<file path="src/rtl/input_conditioner_if.sv">
// input_conditioner_if: pin-conditioner bus; master drives raw_in/debounce_en/clear_events, slave returns clean_out/rise_pulse/fall_pulse/event_sticky
interface input_conditioner_if #(parameter int N_INPUTS = 4);
  logic [N_INPUTS-1:0] raw_in, debounce_en, clear_events;
  logic [N_INPUTS-1:0] clean_out, rise_pulse, fall_pulse, event_sticky;
  modport master (
    output raw_in, debounce_en, clear_events,
    input  clean_out, rise_pulse, fall_pulse, event_sticky
  );
  modport slave (
    input  raw_in, debounce_en, clear_events,
    output clean_out, rise_pulse, fall_pulse, event_sticky
  );
endinterface

</file>
<file path="src/rtl/input_conditioner.sv">
// input_conditioner: per-channel 2-flop sync + debounce/bypass, edge strobes and sticky event flags; ports clk, rst (async high), bus (slave)
module input_conditioner #(
  parameter int N_INPUTS = 4,
  parameter int DEBOUNCE_CYCLES = 16
) (
  input logic clk,
  input logic rst,
  input_conditioner_if.slave bus
);
  localparam int CNT_W = $clog2(DEBOUNCE_CYCLES);
  localparam logic [CNT_W-1:0] LAST = CNT_W'(DEBOUNCE_CYCLES - 1);
  logic [N_INPUTS-1:0] s1_q, s2_q, en_q, clean_q, clean_d, rise_q, fall_q, sticky_q, sticky_d;
  logic [N_INPUTS-1:0][CNT_W-1:0] cnt_q, cnt_d;
  // counter defaults to 0: covers agreement, bypass and mode-change edges alike
  always_comb begin
    clean_d = clean_q;
    cnt_d = '0;
    for (int i = 0; i < N_INPUTS; i++) begin
      if (!bus.debounce_en[i]) clean_d[i] = s2_q[i];
      else if (bus.debounce_en[i] == en_q[i] && s2_q[i] != clean_q[i]) begin
        if (cnt_q[i] == LAST) clean_d[i] = s2_q[i];
        else cnt_d[i] = cnt_q[i] + 1'b1;
      end
    end
    sticky_d = (clean_d ^ clean_q) | (sticky_q & ~bus.clear_events);
  end
  always_ff @(posedge clk or posedge rst) begin
    if (rst) begin
      s1_q <= '0;
      s2_q <= '0;
      en_q <= '0;
      cnt_q <= '0;
      clean_q <= '0;
      rise_q <= '0;
      fall_q <= '0;
      sticky_q <= '0;
    end else begin
      s1_q <= bus.raw_in;
      s2_q <= s1_q;
      en_q <= bus.debounce_en;
      cnt_q <= cnt_d;
      clean_q <= clean_d;
      rise_q <= clean_d & ~clean_q;
      fall_q <= ~clean_d & clean_q;
      sticky_q <= sticky_d;
    end
  end
  assign bus.clean_out = clean_q;
  assign bus.rise_pulse = rise_q;
  assign bus.fall_pulse = fall_q;
  assign bus.event_sticky = sticky_q;
endmodule
</file>
<file path="src/flat_wrapper.sv">
// flat-port wrapper written by rule: the top's interface ports become plain ports
module input_conditioner_flat 
#(
  parameter int N_INPUTS = 4,
  parameter int DEBOUNCE_CYCLES = 16
)
  (clk, rst, bus_raw_in, bus_debounce_en, bus_clear_events, bus_clean_out, bus_rise_pulse, bus_fall_pulse, bus_event_sticky);
  input_conditioner_if #(.N_INPUTS(N_INPUTS)) bus_i ();
  input logic clk;
  input logic rst;
  input wire logic [$bits(bus_i.raw_in)-1:0] bus_raw_in;
  input wire logic [$bits(bus_i.debounce_en)-1:0] bus_debounce_en;
  input wire logic [$bits(bus_i.clear_events)-1:0] bus_clear_events;
  output wire logic [$bits(bus_i.clean_out)-1:0] bus_clean_out;
  output wire logic [$bits(bus_i.rise_pulse)-1:0] bus_rise_pulse;
  output wire logic [$bits(bus_i.fall_pulse)-1:0] bus_fall_pulse;
  output wire logic [$bits(bus_i.event_sticky)-1:0] bus_event_sticky;
  assign bus_i.raw_in = bus_raw_in;
  assign bus_i.debounce_en = bus_debounce_en;
  assign bus_i.clear_events = bus_clear_events;
  assign bus_clean_out = bus_i.clean_out;
  assign bus_rise_pulse = bus_i.rise_pulse;
  assign bus_fall_pulse = bus_i.fall_pulse;
  assign bus_event_sticky = bus_i.event_sticky;
  input_conditioner #(.N_INPUTS(N_INPUTS), .DEBOUNCE_CYCLES(DEBOUNCE_CYCLES)) u_core (.clk(clk), .rst(rst), .bus(bus_i));
endmodule
</file>
<file path="config.mk">
export PLATFORM = sky130hd
export DESIGN_NAME = input_conditioner_flat
export DESIGN_NICKNAME = d
export VERILOG_FILES = /design/src/rtl/input_conditioner_if.sv /design/src/rtl/input_conditioner.sv /design/src/flat_wrapper.sv
export SDC_FILE = /design/constraint.sdc
export NUM_CORES = 1
export LEC_CHECK = 0
export CAP_MARGIN = 10
export CORE_MARGIN = 3
export CORE_UTILIZATION = 50
export CTS_CLUSTER_DIAMETER = 60
export DETAILED_ROUTE_END_ITERATION = 8
export PLACE_DENSITY = 0.86
export SYNTH_ARGS = -nofsm -noshare
export SYNTH_HDL_FRONTEND = slang
export SYNTH_SLANG_ARGS = --single-unit
</file>
<file path="constraint.sdc">
create_clock -name clk -period 1.89 [get_ports clk]
set_input_delay 0.378 -clock clk [delete_from_list [all_inputs] [get_ports clk]]
set_output_delay 0.378 -clock clk [all_outputs]
set_load 0.01 [all_outputs]
</file>
Yosys cells after proc, flatten, opt, wreduce, memory -nomap -nowiden
Cells that the tools add are included.
{"block": "op_classes", "eq_ne": 12, "n_mux": 24, "n_bitwise": 8, "n_reduce_logical": 4, "addsub": 4}
{"cell": "two-way mux 4 bit", "n": 12}
{"cell": "adder 4 x 1 -> 4 bit, second input constant", "n": 4}
{"cell": "== test 4 bit, second input constant", "n": 4}
{"cell": "AND 4 bit", "n": 3}
{"cell": "two-way mux 1 bit", "n": 12}
{"cell": "inverter 4 bit", "n": 3}
{"cell": "== test 1 bit", "n": 4}
{"cell": "logical AND 1 bit", "n": 4}
{"cell": "inequality test 1 bit", "n": 4}
{"cell": "bitwise OR 4 bit", "n": 1}
{"cell": "bitwise XOR 4 bit", "n": 1}
{"block": "word_totals", "inputBits": 14, "regBits": 44, "word_cells": 63}

Longest topological paths before layout
Gate-level depths: netlist (run 1).
{"block": "logic_depth", "ltp_word": 6, "ltp_mapped": 6, "ltp_nobuf": 6}

Worst setup path before layout (run 1)
Ideal clock, no wire load.
{"block": "synth_path", "path_type": "register to register", "startpoint": "reg u_core.cnt_q[0] (netlist bit)", "endpoint": "reg u_core.sticky_q[0], in the netlist u_core.bus.event_sticky[0]", "required_time_ns": 1.764, "path_slack_ns": 0.296, "path_stages_with_launch": 7, "period_less_slack_ns": 1.594, "t_arrival_ns": 1.468, "setup_ns": 0.126, "n_path_buf": 0, "cell_sequence": "dfrtp_1 ha_1 nand4_1 nand2_1 mux2_2 ha_1 o21ai_0"}
{"block": "synth_between", "elab_chain_len": 6}
{"item": "from (decl)", "line_no": "input_conditioner.sv:13", "source": "logic [N_INPUTS-1:0][CNT_W-1:0] cnt_q, cnt_d;"}
{"item": "from (signal assigned)", "line_no": "input_conditioner.sv:41", "source": "cnt_q <= cnt_d;"}
{"item": "== test 4 bit", "line_no": "input_conditioner.sv:21", "source": "if (cnt_q[i] == LAST) clean_d[i] = s2_q[i];"}
{"item": "two-way mux 1 bit", "line_no": "input_conditioner.sv:21"}
{"item": "two-way mux 1 bit", "line_no": "input_conditioner.sv:20", "source": "else if (bus.debounce_en[i] == en_q[i] && s2_q[i] != clean_q[i]) begin"}
{"item": "two-way mux 1 bit", "line_no": "input_conditioner.sv:19", "source": "if (!bus.debounce_en[i]) clean_d[i] = s2_q[i];"}
{"item": "bitwise XOR 4 bit", "line_no": "input_conditioner.sv:25", "source": "sticky_d = (clean_d ^ clean_q) | (sticky_q & ~bus.clear_events);"}
{"item": "bitwise OR 4 bit", "line_no": "input_conditioner.sv:25"}
{"item": "net u_core.sticky_d[0]", "line_no": "input_conditioner.sv:12", "source": "logic [N_INPUTS-1:0] s1_q, s2_q, en_q, clean_q, clean_d, rise_q, fall_q, sticky_q, sticky_d;"}
{"item": "to (signal assigned)", "line_no": "input_conditioner.sv:45", "source": "sticky_q <= sticky_d;"}
{"item": "to (decl)", "line_no": "input_conditioner.sv:12"}
The timed path passes the listed nets, and every way through them passes these cells.

Worst setup path in the final report (run 1)
{"block": "layout_path", "startpoint": "reg u_core.cnt_q[4] (netlist bit)", "endpoint": "reg u_core.sticky_q[1], in the netlist u_core.bus.event_sticky[1]"}
Same word-level chain as after synthesis.

==> results.md, run 1 <==
- Primary FF master, synth: dfrtp_1
- Final Hold Fails: 0
- Final Core Density: 0.6813
- GR Util All Layers: 0.1614
- CTS root buffer: clkbuf_4
- Initial Util: 0.5413
- Synth top area share: 0.6452
- Detailed placer's ending HPWL: 2091 µm
- Fin worst setup slack: 119.7 ps
- Ant diodes: 0
- Mapped Cells: 133
- Top cells by area, synth: dfrtp_1 (65%), ha_1 (5.9%), mux2_2 (5.3%)
- Levels on crit path: 6
- DR WL/cell: 13.33 µm
- Most frequent cells after synthesis: dfrtp_1 (44), inv_1 (17)
- Slowest stage cell, crit path: dfrtp_1
- Most common cell in the netlist: dfrtp_1
- Crit-path most repeated cell: ha_1
- Dpl ws: 74.91 ps
- Largest net degree at the start of global routing: 45
- Setup TNS: 0 ps
- DRT antenna net count: 0
- RSZ-0062 raised after global routing: no
- Synth area leader: dfrtp_1
- # clock sinks: 44
- Tot Pwr: 1.735 mW
- Filler cell count: 252
- Max Slew Vio Count: 0
- Die Y: 64.43 µm
- Ports: 30
- R2R Path End: u_core.bus.event_sticky[1]
- Worst vdd ir: 0.4581 mV
- Worst Setup End Kind: flop
- Maximum clock path buffer count: 2
- FP Rows: 20
- Placer congestion estimate: 0.7016
- Synth Cell Area: 1707 µm²
- F_max: 564.9 MHz
- Reg clk slew, reported paths: 120 ps
- Crit Path Max Fanout: 4
- Post-synth cell types: 17
- Max stage delay on crit path: 420 ps
- Slew @ Worst Pin: 276.9 ps
- Area delta synth->final: 25.88%
- Async set or reset register ratio after synthesis: 1.000
- Req. time, crit path: 2120 ps
- Critical path type: reg2reg
- EDFF count, synth: 0
- PortBufs: 29
- CP endpoint: u_core.bus.event_sticky[1]
- Seq. cell area: 1101 µm²
- CTS tree: yes
- Antenna violations before repair: 0
- Grt ovf: 0
- Lkg Pwr: 0.9556 nW
- Power per cell area: 807.5 nW/µm²
- Synth warnings: 0
- Status: complete, no violations
- Die area: 4151 µm²
- Buf/Inv on CP: 0
- CTS Buf Count: 5
- Crit-path cells: ha_1 -> nand4_1 -> nand2_1 -> mux2_2 -> ha_1 -> o21ai_0
- Hold WC Path Type: reg2reg
- CP arrival: 2000 ps
- Tcrit/Tclk final: 0.9367
- Max_cap viols: 0
- Share of cells above drive strength 1: 0.1156
- R2R Setup Slk: 120 ps
- Startpoint Class: flop
- Via count: 1100
- Vias in the first global route: 1211
- H-tree Lvls: 2
- DR iter-0 viols: 84
- Post-synthesis register bit count: 44
- Final wirelength: 2892 µm
- R2R depth: 6
- Final nets: 194
- DRC violations left: 0
- Slew HR: 0.8141
- DIE WIDTH: 64.43 µm
- First-pass GRT wire length: 5154 µm
- Drt first pass iters: 4
- Fin crit period: 1770 ps
- DR vias/cell: 5.069
- Hold slack: 361.4 ps
- Origin of the worst setup path: u_core.cnt_q[4]
- CP top delay family: adder cells
- Post-Route Skew: 7.404 ps
- Reg2reg start: u_core.cnt_q[4]
- Clock latency on the worst-skew pair: 340 ps
- Area of the multi-input gates: 544.3 µm²
- Seq/Total Area, Yosys: 0.6452
- Avg Cell Area, Syn: 12.83 µm²
- Syn nets: 155
- Final setup violating endpoints: 0
- Core footprint: 3153 µm²
-- what timing repair did --
action | CTS | global route
gates resized for setup | 0 | 1
endpoints found under the setup margin | 0 | 2
buffers inserted | 0 | 2
hold buffers | 0 | 0
-- layer usage --
metal	part of all wire	GRT usage	vias to the layer above
li1	-	-	534
met1	0.41	0.1802	537
met2	0.52	0.2784	24
met3	0.049	0.04679	5
met4	0.015	0.08443	0
met5	0	0	-
-- power by group --
| group | internal, mW | total, mW | switching (mW) |
|---|---|---|---|
| clock network | 0.184 | 0.454 | 0.270 |
| registers | 0.999 | 1.04 | 0.0408 |
| logic | 0.138 | 0.241 | 0.103 |
-- metrics by stage --
step / cell area [µm²] / instances
after floorplan: 1707 / 133
after global placement: 2072 / 207
after detailed placement: 2072 / 207
after CTS: 2131 / 215
after global routing: 2148 / 217
final: 2148 / 217
-- sequential cells by signal, summed over array words and instances, names as in the netlist --
name and cells:
u_core.bus.fall_pulse 4, u_core.s1_q 4, u_core.bus.clean_out 4, u_core.en_q 4, u_core.s2_q 4, u_core.cnt_q 16, u_core.bus.rise_pulse 4, u_core.bus.event_sticky 4
-- worst min path at each step --
| stage | startpoint | endpoint | cells past startpoint |
|---|---|---|---|
| 2_1_floorplan | u_core.s1_q[0] | u_core.s2_q[0] | 0 |
| 3_3_place_gp | u_core.s1_q[2] | u_core.s2_q[2] | 0 |
| 3_5_place_dp | u_core.s1_q[2] | u_core.s2_q[2] | 0 |
| 4_1_cts | u_core.s1_q[2] | u_core.s2_q[2] | 0 |
| 5_1_grt | rst | u_core.cnt_q[4] | 3 |
| 6_report | u_core.s1_q[2] | u_core.s2_q[2] | 0 |
-- final cells by class --
class,instances,share of cell area
Sequential cell,44,0.5125
Multi-Input combinational cell,72,0.2533
Timing Repair Buffer,32,0.1514
Inverter,17,0.02970
Clock buffer,8,0.02737
Tap cell,44,0.02563
-- worst reg2reg max path: cells and delay by family, from the launching register on --
family | cells | cell delay (ps)
flip-flops | 1 | 420
AND/OR/NAND/NOR | 2 | 310
multiplexers | 1 | 340
AO/OA/AOI/OAI | 1 | 70
adder cells (fa/ha/maj) | 2 | 520
-- cells in the final DEF (no fill, tap or decap) --
master,Yosys,layout
dfrtp_1,44,44
clkdlybuf4s50_1,0,29
inv_1,17,17
nor2_1,8,8
mux2_2,8,8
o21ai_0,8,8
a21oi_1,8,8
ha_1,8,7
clkbuf_4,0,5
xor2_1,4,4
xnor2_1,4,4
nand4_1,4,4
nand2_1,4,4
a211oi_1,4,4
nand4b_1,4,4
nand3_1,3,3
a311oi_1,3,3
clkbuf_1,0,2
buf_4,0,2
nand3_2,1,1
a311oi_2,1,1
ha_2,0,1
clkbuf_8,0,1
buf_12,0,1
-- cell families after synthesis --
logic type	Yosys count	synth area share
adders and majority gates	8	0.05865
and+or+nand+nor	24	0.07624
DFF	44	0.6452
AOI/OAI and AO/OA	24	0.08871
muxes	8	0.05279
xor gates and xnor gates	8	0.04105
buffers and inverters	17	0.03739
No activity file was read; power rests on OpenSTA's default activity.
==> inputs of run 2 (changes only) <==
--- a/config.mk
+++ b/config.mk
@@ -11,6 +11,8 @@
 export CTS_CLUSTER_DIAMETER = 60
 export DETAILED_ROUTE_END_ITERATION = 8
 export PLACE_DENSITY = 0.86
+export SKIP_CTS_REPAIR_TIMING = 1
+export SKIP_LAST_GASP = 1
 export SYNTH_ARGS = -nofsm -noshare
 export SYNTH_HDL_FRONTEND = slang
 export SYNTH_SLANG_ARGS = --single-unit
==> results of run 2 <==
Same layout as run 1: the final DEF is identical, and so are final timing and power.
==> inputs of run 3 (changes only) <==
--- a/config.mk
+++ b/config.mk
@@ -10,6 +10,7 @@
 export CORE_UTILIZATION = 50
 export CTS_CLUSTER_DIAMETER = 60
 export DETAILED_ROUTE_END_ITERATION = 8
+export MAX_ROUTING_LAYER = met4
 export PLACE_DENSITY = 0.86
 export SKIP_CTS_REPAIR_TIMING = 1
 export SKIP_LAST_GASP = 1
==> results of run 3 <==
Same layout as run 1: the final DEF is identical, and so are final timing and power.
Among the figures that moved: final weighted congestion in routability-driven placement 0.7016 -> 0.7093; wire length of the first global-routing pass 5154 µm -> 5161 µm; via count of the first global-routing pass 1211 -> 1207; overall routing resource usage 0.1614 -> 0.1671; met3 usage 0.04679 -> 0.05199
